`src/rtl/btn_debounce.sv`:
```
// btn_debounce: conditions a raw, bouncing push-button/switch signal into a clean
// synchronous level plus single-cycle rise/fall pulses.
//
// A two-flop synchronizer feeds a four-state qualification FSM. A new level is
// accepted only after the synchronized input has held the opposite value for
// STABLE_CYCLES consecutive samples while the FSM waits in a *_WAIT state.
//
// Ports:
//   clk    - single clock, all logic on its rising edge
//   reset  - asynchronous, active-low reset (0 = reset asserted)
//   btn_in - raw asynchronous button/switch input
//   level  - debounced, registered level
//   rise   - one-cycle pulse in the cycle level first reads 1
//   fall   - one-cycle pulse in the cycle level first reads 0
//   busy   - high while a candidate transition is being qualified

module btn_debounce #(
    parameter int unsigned STABLE_CYCLES = 4
) (
    input  logic clk,
    input  logic reset,
    input  logic btn_in,
    output logic level,
    output logic rise,
    output logic fall,
    output logic busy
);

    localparam int unsigned CNT_WIDTH = (STABLE_CYCLES > 1) ? $clog2(STABLE_CYCLES) : 1;
    localparam logic [CNT_WIDTH-1:0] CNT_MAX = CNT_WIDTH'(STABLE_CYCLES - 1);

    typedef enum logic [1:0] {
        StLow      = 2'd0,
        StRiseWait = 2'd1,
        StHigh     = 2'd2,
        StFallWait = 2'd3
    } state_e;

    logic sync1_q;
    logic sync2_q;
    logic s;

    state_e                state_q, state_d;
    logic [CNT_WIDTH-1:0]  cnt_q, cnt_d;
    logic                  level_q, level_d;
    logic                  rise_q, rise_d;
    logic                  fall_q, fall_d;

    // Two-flop synchronizer for the asynchronous button input.
    always_ff @(posedge clk or negedge reset) begin
        if (!reset) begin
            sync1_q <= 1'b0;
            sync2_q <= 1'b0;
        end else begin
            sync1_q <= btn_in;
            sync2_q <= sync1_q;
        end
    end

    assign s = sync2_q;

    always_ff @(posedge clk or negedge reset) begin
        if (!reset) begin
            state_q <= StLow;
            cnt_q   <= '0;
            level_q <= 1'b0;
            rise_q  <= 1'b0;
            fall_q  <= 1'b0;
        end else begin
            state_q <= state_d;
            cnt_q   <= cnt_d;
            level_q <= level_d;
            rise_q  <= rise_d;
            fall_q  <= fall_d;
        end
    end

    always_comb begin
        state_d = state_q;
        cnt_d   = cnt_q;
        level_d = level_q;
        rise_d  = 1'b0;
        fall_d  = 1'b0;

        unique case (state_q)
            StLow: begin
                if (s) begin
                    state_d = StRiseWait;
                    cnt_d   = '0;
                end
            end
            StRiseWait: begin
                // A revert seen on the final qualifying sample still aborts.
                if (!s) begin
                    state_d = StLow;
                    cnt_d   = '0;
                end else if (cnt_q == CNT_MAX) begin
                    state_d = StHigh;
                    level_d = 1'b1;
                    rise_d  = 1'b1;
                end else begin
                    cnt_d = cnt_q + CNT_WIDTH'(1);
                end
            end
            StHigh: begin
                if (!s) begin
                    state_d = StFallWait;
                    cnt_d   = '0;
                end
            end
            StFallWait: begin
                if (s) begin
                    state_d = StHigh;
                    cnt_d   = '0;
                end else if (cnt_q == CNT_MAX) begin
                    state_d = StLow;
                    level_d = 1'b0;
                    fall_d  = 1'b1;
                end else begin
                    cnt_d = cnt_q + CNT_WIDTH'(1);
                end
            end
            default: begin
                state_d = StLow;
                cnt_d   = '0;
            end
        endcase
    end

    assign level = level_q;
    assign rise  = rise_q;
    assign fall  = fall_q;
    assign busy  = (state_q == StRiseWait) || (state_q == StFallWait);

endmodule
```
`config.mk`:
```
export PLATFORM = sky130hd
export DESIGN_NAME = btn_debounce
export DESIGN_NICKNAME = d
export VERILOG_FILES = /design/src/rtl/btn_debounce.sv
export SDC_FILE = /design/constraint.sdc
export NUM_CORES = 1
export LEC_CHECK = 0
export BUFFER_PORTS_ARGS = -buffer_cell sky130_fd_sc_hd__buf_2
export CAP_MARGIN = 10
export CORE_AREA = 4 4 41 43
export CTS_BUF_LIST = sky130_fd_sc_hd__clkbuf_4 sky130_fd_sc_hd__clkbuf_8
export DETAILED_ROUTE_END_ITERATION = 8
export DIE_AREA = 0 0 45 47
export GPL_TIMING_DRIVEN = 0
export MAX_ROUTING_LAYER = met4
export SKIP_CTS_REPAIR_TIMING = 1
export SLEW_MARGIN = 20
export SYNTH_ARGS = -nofsm -noshare
export SYNTH_HDL_FRONTEND = slang
export SYNTH_SLANG_ARGS = --single-unit
```
`constraint.sdc`:
```
create_clock -name clk -period 1.1 [get_ports clk]
set_clock_uncertainty 0.1 [all_clocks]
set_input_delay 0.055 -clock clk [delete_from_list [all_inputs] [get_ports clk]]
set_output_delay 0.055 -clock clk [all_outputs]
set_load 0.05 [all_outputs]
```
# After elaboration in Yosys (flattened, before gate mapping)
# Index checks and enable logic that the tools add are counted.
[classes]
addsub = 1
eq_ne = 12
n_mux = 23
n_reduce_logical = 6
[op_table]
columns = ["cell", "n"]
rows = [
  ["$mux 2", 11],
  ["$pmux 2 s4", 2],
  ["$ne 2x2->1 const B", 6],
  ["$mux 1", 9],
  ["$eq 2x2->1 const B", 3],
  ["$ne 3x3->1 const B", 2],
  ["$reduce_and 5->1", 1],
  ["$reduce_and 4->1", 1],
  ["$add 2x1->2 const B", 1],
  ["$eq 2x1->1 const B", 1],
  ["$logic_not 2->1", 1],
  ["$pmux 1 s2", 1],
  ["$reduce_and 2->1", 1],
  ["$reduce_bool 2->1", 1],
  ["$logic_or 1x1->1", 1],
]
[totals]
register_bits = 9
in_bits = 3
wordCells = 49
output_inout_bits = 4

# Depth between registers and ports, before layout
[depth]
word_depth = 4
mapped_depth = 3
mapped_depth_nobuf = 3

# Worst setup path after synthesis
# No wires, ideal clock.
[synth_path]
path_kind = "register -> register"
from = "register cnt_q[0]"
to = "register (tool-made name)"
path_stages_with_launch = 3
required_ns = 0.875
synth_period_minus_slack_ns = 1.055
t_arrival_ns = 0.830
slack_ns = 0.045
path_buffers = 0
setup_ns = 0.125
cell_sequence = "dfrtp_1 -> nand3_2 -> mux2_2"
[synth_rtl]
columns = ["element", "line", "rtl"]
rows = [
  ["start, declared", "44", "logic [CNT_WIDTH-1:0] cnt_q, cnt_d;"],
  ["start signal, assigned", "71", "cnt_q <= cnt_d;"],
]

# Final worst setup path
[layout_path]
from = "register state_q[0]"
to = "output busy"
[layout_between]
elab_chain_len = 2
word_cells_on_any_way = 3
classes_between = "2 x eq/ne; 1 x reduce/logical"
[layout_lines]
columns = ["element", "line", "rtl"]
rows = [
  ["start, declared", "43", "state_e state_q, state_d;"],
  ["start signal, assigned", "64", "state_q <= StLow;"],
  ["start signal, assigned", "70", "state_q <= state_d;"],
  ["$eq 2x1->1 / $eq 2x2->1 (equally long branches)", "133", "assign busy = (state_q == StRiseWait) || (state_q == StFallWait);"],
  ["$logic_or 1x1->1 (*)", "133", ""],
  ["end, declared", "26", "output logic busy"],
]
# Mark *: on every way between the ends. The rest lies on a longest branch, timed or not.

==> summary.log <==
qor: critical_path.rrSetupSlack 0.01 ns
qor: die.die_w 45 um
qor: synth.synth_cell_type_count 12
qor: synth.mappedNetlistNets 30
qor: pwr.power_per_cell_area 2325 mW/mm^2
qor: synth.ys_warnings 0
qor: clock_network.library_cell_used_as_clock_root_buffer clkbuf_4
qor: finish.stdcell_count 58
qor: synth.post_synth.cell_area_avg 12.65 um^2
qor: placement.io_buffers 6
qor: detailed_routing.remaining_antenna_violation_count 0
qor: die.starting_density 26.25%
qor: pwr.vdd.ir_drop.worst 0.9480 mV
qor: detailed_routing.drt-pass1-iter-count 2
qor: grt.grt.total_usage 7.610%
qor: sta.post-route-period-util 101.2%
qor: detailed_routing.post-route-drc-count 0
qor: finish.final_area 503.0 um^2
qor: die.die_h 47 um
qor: synth.ys_seq_elements 9
qor: critical_path.critical-path-top-delay-family flip-flops
qor: placement.worst_case_setup_slack_after_placement -0.04217 ns
qor: synth.ys_seq_area_share 65.93%
qor: detailed_routing.via_count 262
qor: detailed_routing.detailroute.wirelength.met3 51 um
qor: sta.worst_pin_slew 0.2522 ns
qor: detailed_routing.wl_per_cell 12.24 um
qor: detailed_routing.met1Wirelength 327 um
qor: critical_path.path_class reg -> out
qor: clock_network.clock_tree.htree_level_count 1
qor: hold_path.worst_hold_path_type in -> async
qor: sta.timing.slew.headroom 83.30%
qor: clock_network.clock_tree_from_tritoncts yes
qor: synth.netlist_area 341.6 um^2
qor: sta.setup_violations 1
qor: critical_path.critPathLaunch state_q[0]$_DFFE_PN0P_
qor: die.die_area 0.002115 mm^2
qor: clock_network.clock_latency 0.26 ns
qor: clock_network.clock_sinks 9
qor: placement.globalplace.congestion 0.6479
qor: detailed_routing.met2RoutedLength 327 um
qor: critical_path.crit_buf_inv 2
qor: sta.setup_ws -0.01324 ns
qor: status.outcome finished with violations
qor: detailed_routing.postRouteWirelength 710 um
qor: pwr.post-layout-total-power 1169 uW
qor: critical_path.critical_path.startpoint_type register
qor: die.io_pins 7
qor: clock_network.clock_tree.buffer_depth 2
qor: placement.placed_area 390.4 um^2
qor: clock_network.path_clk_slew 0.06 ns
qor: grt.grt_max_degree 10
qor: grt.global_route.overflow_total 0
qor: critical_path.critical_path.cell_chain clkbuf_1 -> buf_6
qor: finish.area_delta_synth_final 47.25%
qor: placement.dp_cells 48
qor: sta.final_hold_viol_count 0
qor: grt.grt_antenna_before_repair 0
qor: critical_path.crit_path_top_delay_cell dfrtp_2
qor: job.timing.max_cap.violations 0
qor: finish.antenna_cells_inserted 0
qor: synth.netlist_instances 27
qor: die.num_rows 13
qor: pwr.leakage 0.0002276 uW
qor: sta.min_period 1.113 ns
qor: finish.finalNetCount 47
qor: detailed_routing.routed.top_layer met4
qor: finish.drive_above_1_share 48.84%
qor: critical_path.timing.critical_path.fanout_max 6
qor: sta.max_freq 898.3 MHz
qor: detailed_routing.per_cell_via_count_in_the_routed_design 4.517
qor: clock_network.cts_made_buffers 3
qor: detailed_routing.detail_route.iter0.violations 1
qor: placement.dpl.hpwl 394.3 um
qor: grt.grt_first_pass_wirelength 1014 um
qor: status.failed_checks setup timing
qor: critical_path.worst_setup_path_endpoint busy
qor: critical_path.critical_path.endpoint_type primary output
qor: critical_path.r2r.worst_path.cells 2
qor: critical_path.required 0.94 ns
qor: critical_path.worstReg2RegStart cnt_q[1]$_DFFE_PN0P_
qor: grt.first_global_vias 235
qor: die.placeableCoreArea 0.001301 mm^2
qor: critical_path.cell_depth_of_the_worst_setup_path 2
qor: critical_path.timing.critical_path.slowest_cell_delay 0.44 ns
qor: sta.grt_setup_unrepaired true
qor: critical_path.worst-endpoint-arrival 0.96 ns
qor: sta.final_report_max_slew_violation_count 0
per-layer routing:
metal | vias up | track usage, %
li1 | 126 | -
met1 | 125 | 9.929
met2 | 9 | 8.192
met5 | - | -
met4 | 0 | 5.263
met3 | 2 | 4.598
synth_stat cells:
cell      number  share of area [%]
clkbuf_1       1                1.1
mux2_2         1                3.3
xnor2_1        1                2.6
dfrtp_1        9                 66
o21ai_0        5                7.3
nand3b_1       3                6.6
a31oi_1        1                1.8
nor3_1         1                1.5
nor3b_2        1                3.7
nand3_2        1                2.9
nand2_1        1                1.1
inv_1          2                2.2
layout by cell type (no fill, tap or decap), drive strengths merged, types with 2 or more instances in the layout:
cell type    synthesis  layout
buf                  0      10
dfrtp                9       9
o21ai                5       5
clkbuf               1       5
nand3b               3       3
inv                  2       2
dlygate4sd3          0       2
metrics by stage:
stage	hold slack [ns]	util (%)	TNS (ns)
floorplan	-0.3406	-	0
global placement	-0.1871	30.00	-0.06897
detailed placement	-0.1866	30.00	-0.09818
CTS	-0.4758	32.31	-0.3181
global route	0.08280	38.65	-0.2098
finish	0.06758	38.65	-0.01324
worst min-delay path by stage:
stage                                 endpoint  cells past startpoint   from
floorplan           asynchronous set/reset pin                      0  reset
global placement          cnt_q[1]$_DFFE_PN0P_                      1  reset
detailed placement      state_q[0]$_DFFE_PN0P_                      1  reset
CTS                     state_q[0]$_DFFE_PN0P_                      1  reset
global route            state_q[0]$_DFFE_PN0P_                      2  reset
finish                  state_q[0]$_DFFE_PN0P_                      2  reset
cells by family after synthesis:
logic type             after synthesis  share of synthesized area [%]
buffers and inverters                3                          3.296
AO/OA/AOI/OAI                        6                          9.158
multiplexers                         1                          3.296
XOR/XNOR                             1                          2.565
AND/OR/NAND/NOR                      7                          15.75
flip-flops                           9                          65.94
power breakdown:
group / total, uW / internal [uW] / switching, uW
sequential: 516 / 408 / 108
clock: 279 / 164 / 115
combinational: 374 / 195 / 179
total: 1170 / 767 / 402
cell type report:
class | instances | area [um^2]
fill | 141 | 798.3
inverter | 2 | 7.507
buffer | 1 | 3.754
tap | 15 | 18.77
multi-input combinational | 15 | 127.6
timing repair buffer | 12 | 86.33
clock buffer | 4 | 30.03
sequential | 9 | 229.0
(Power assumes the default switching activity.)
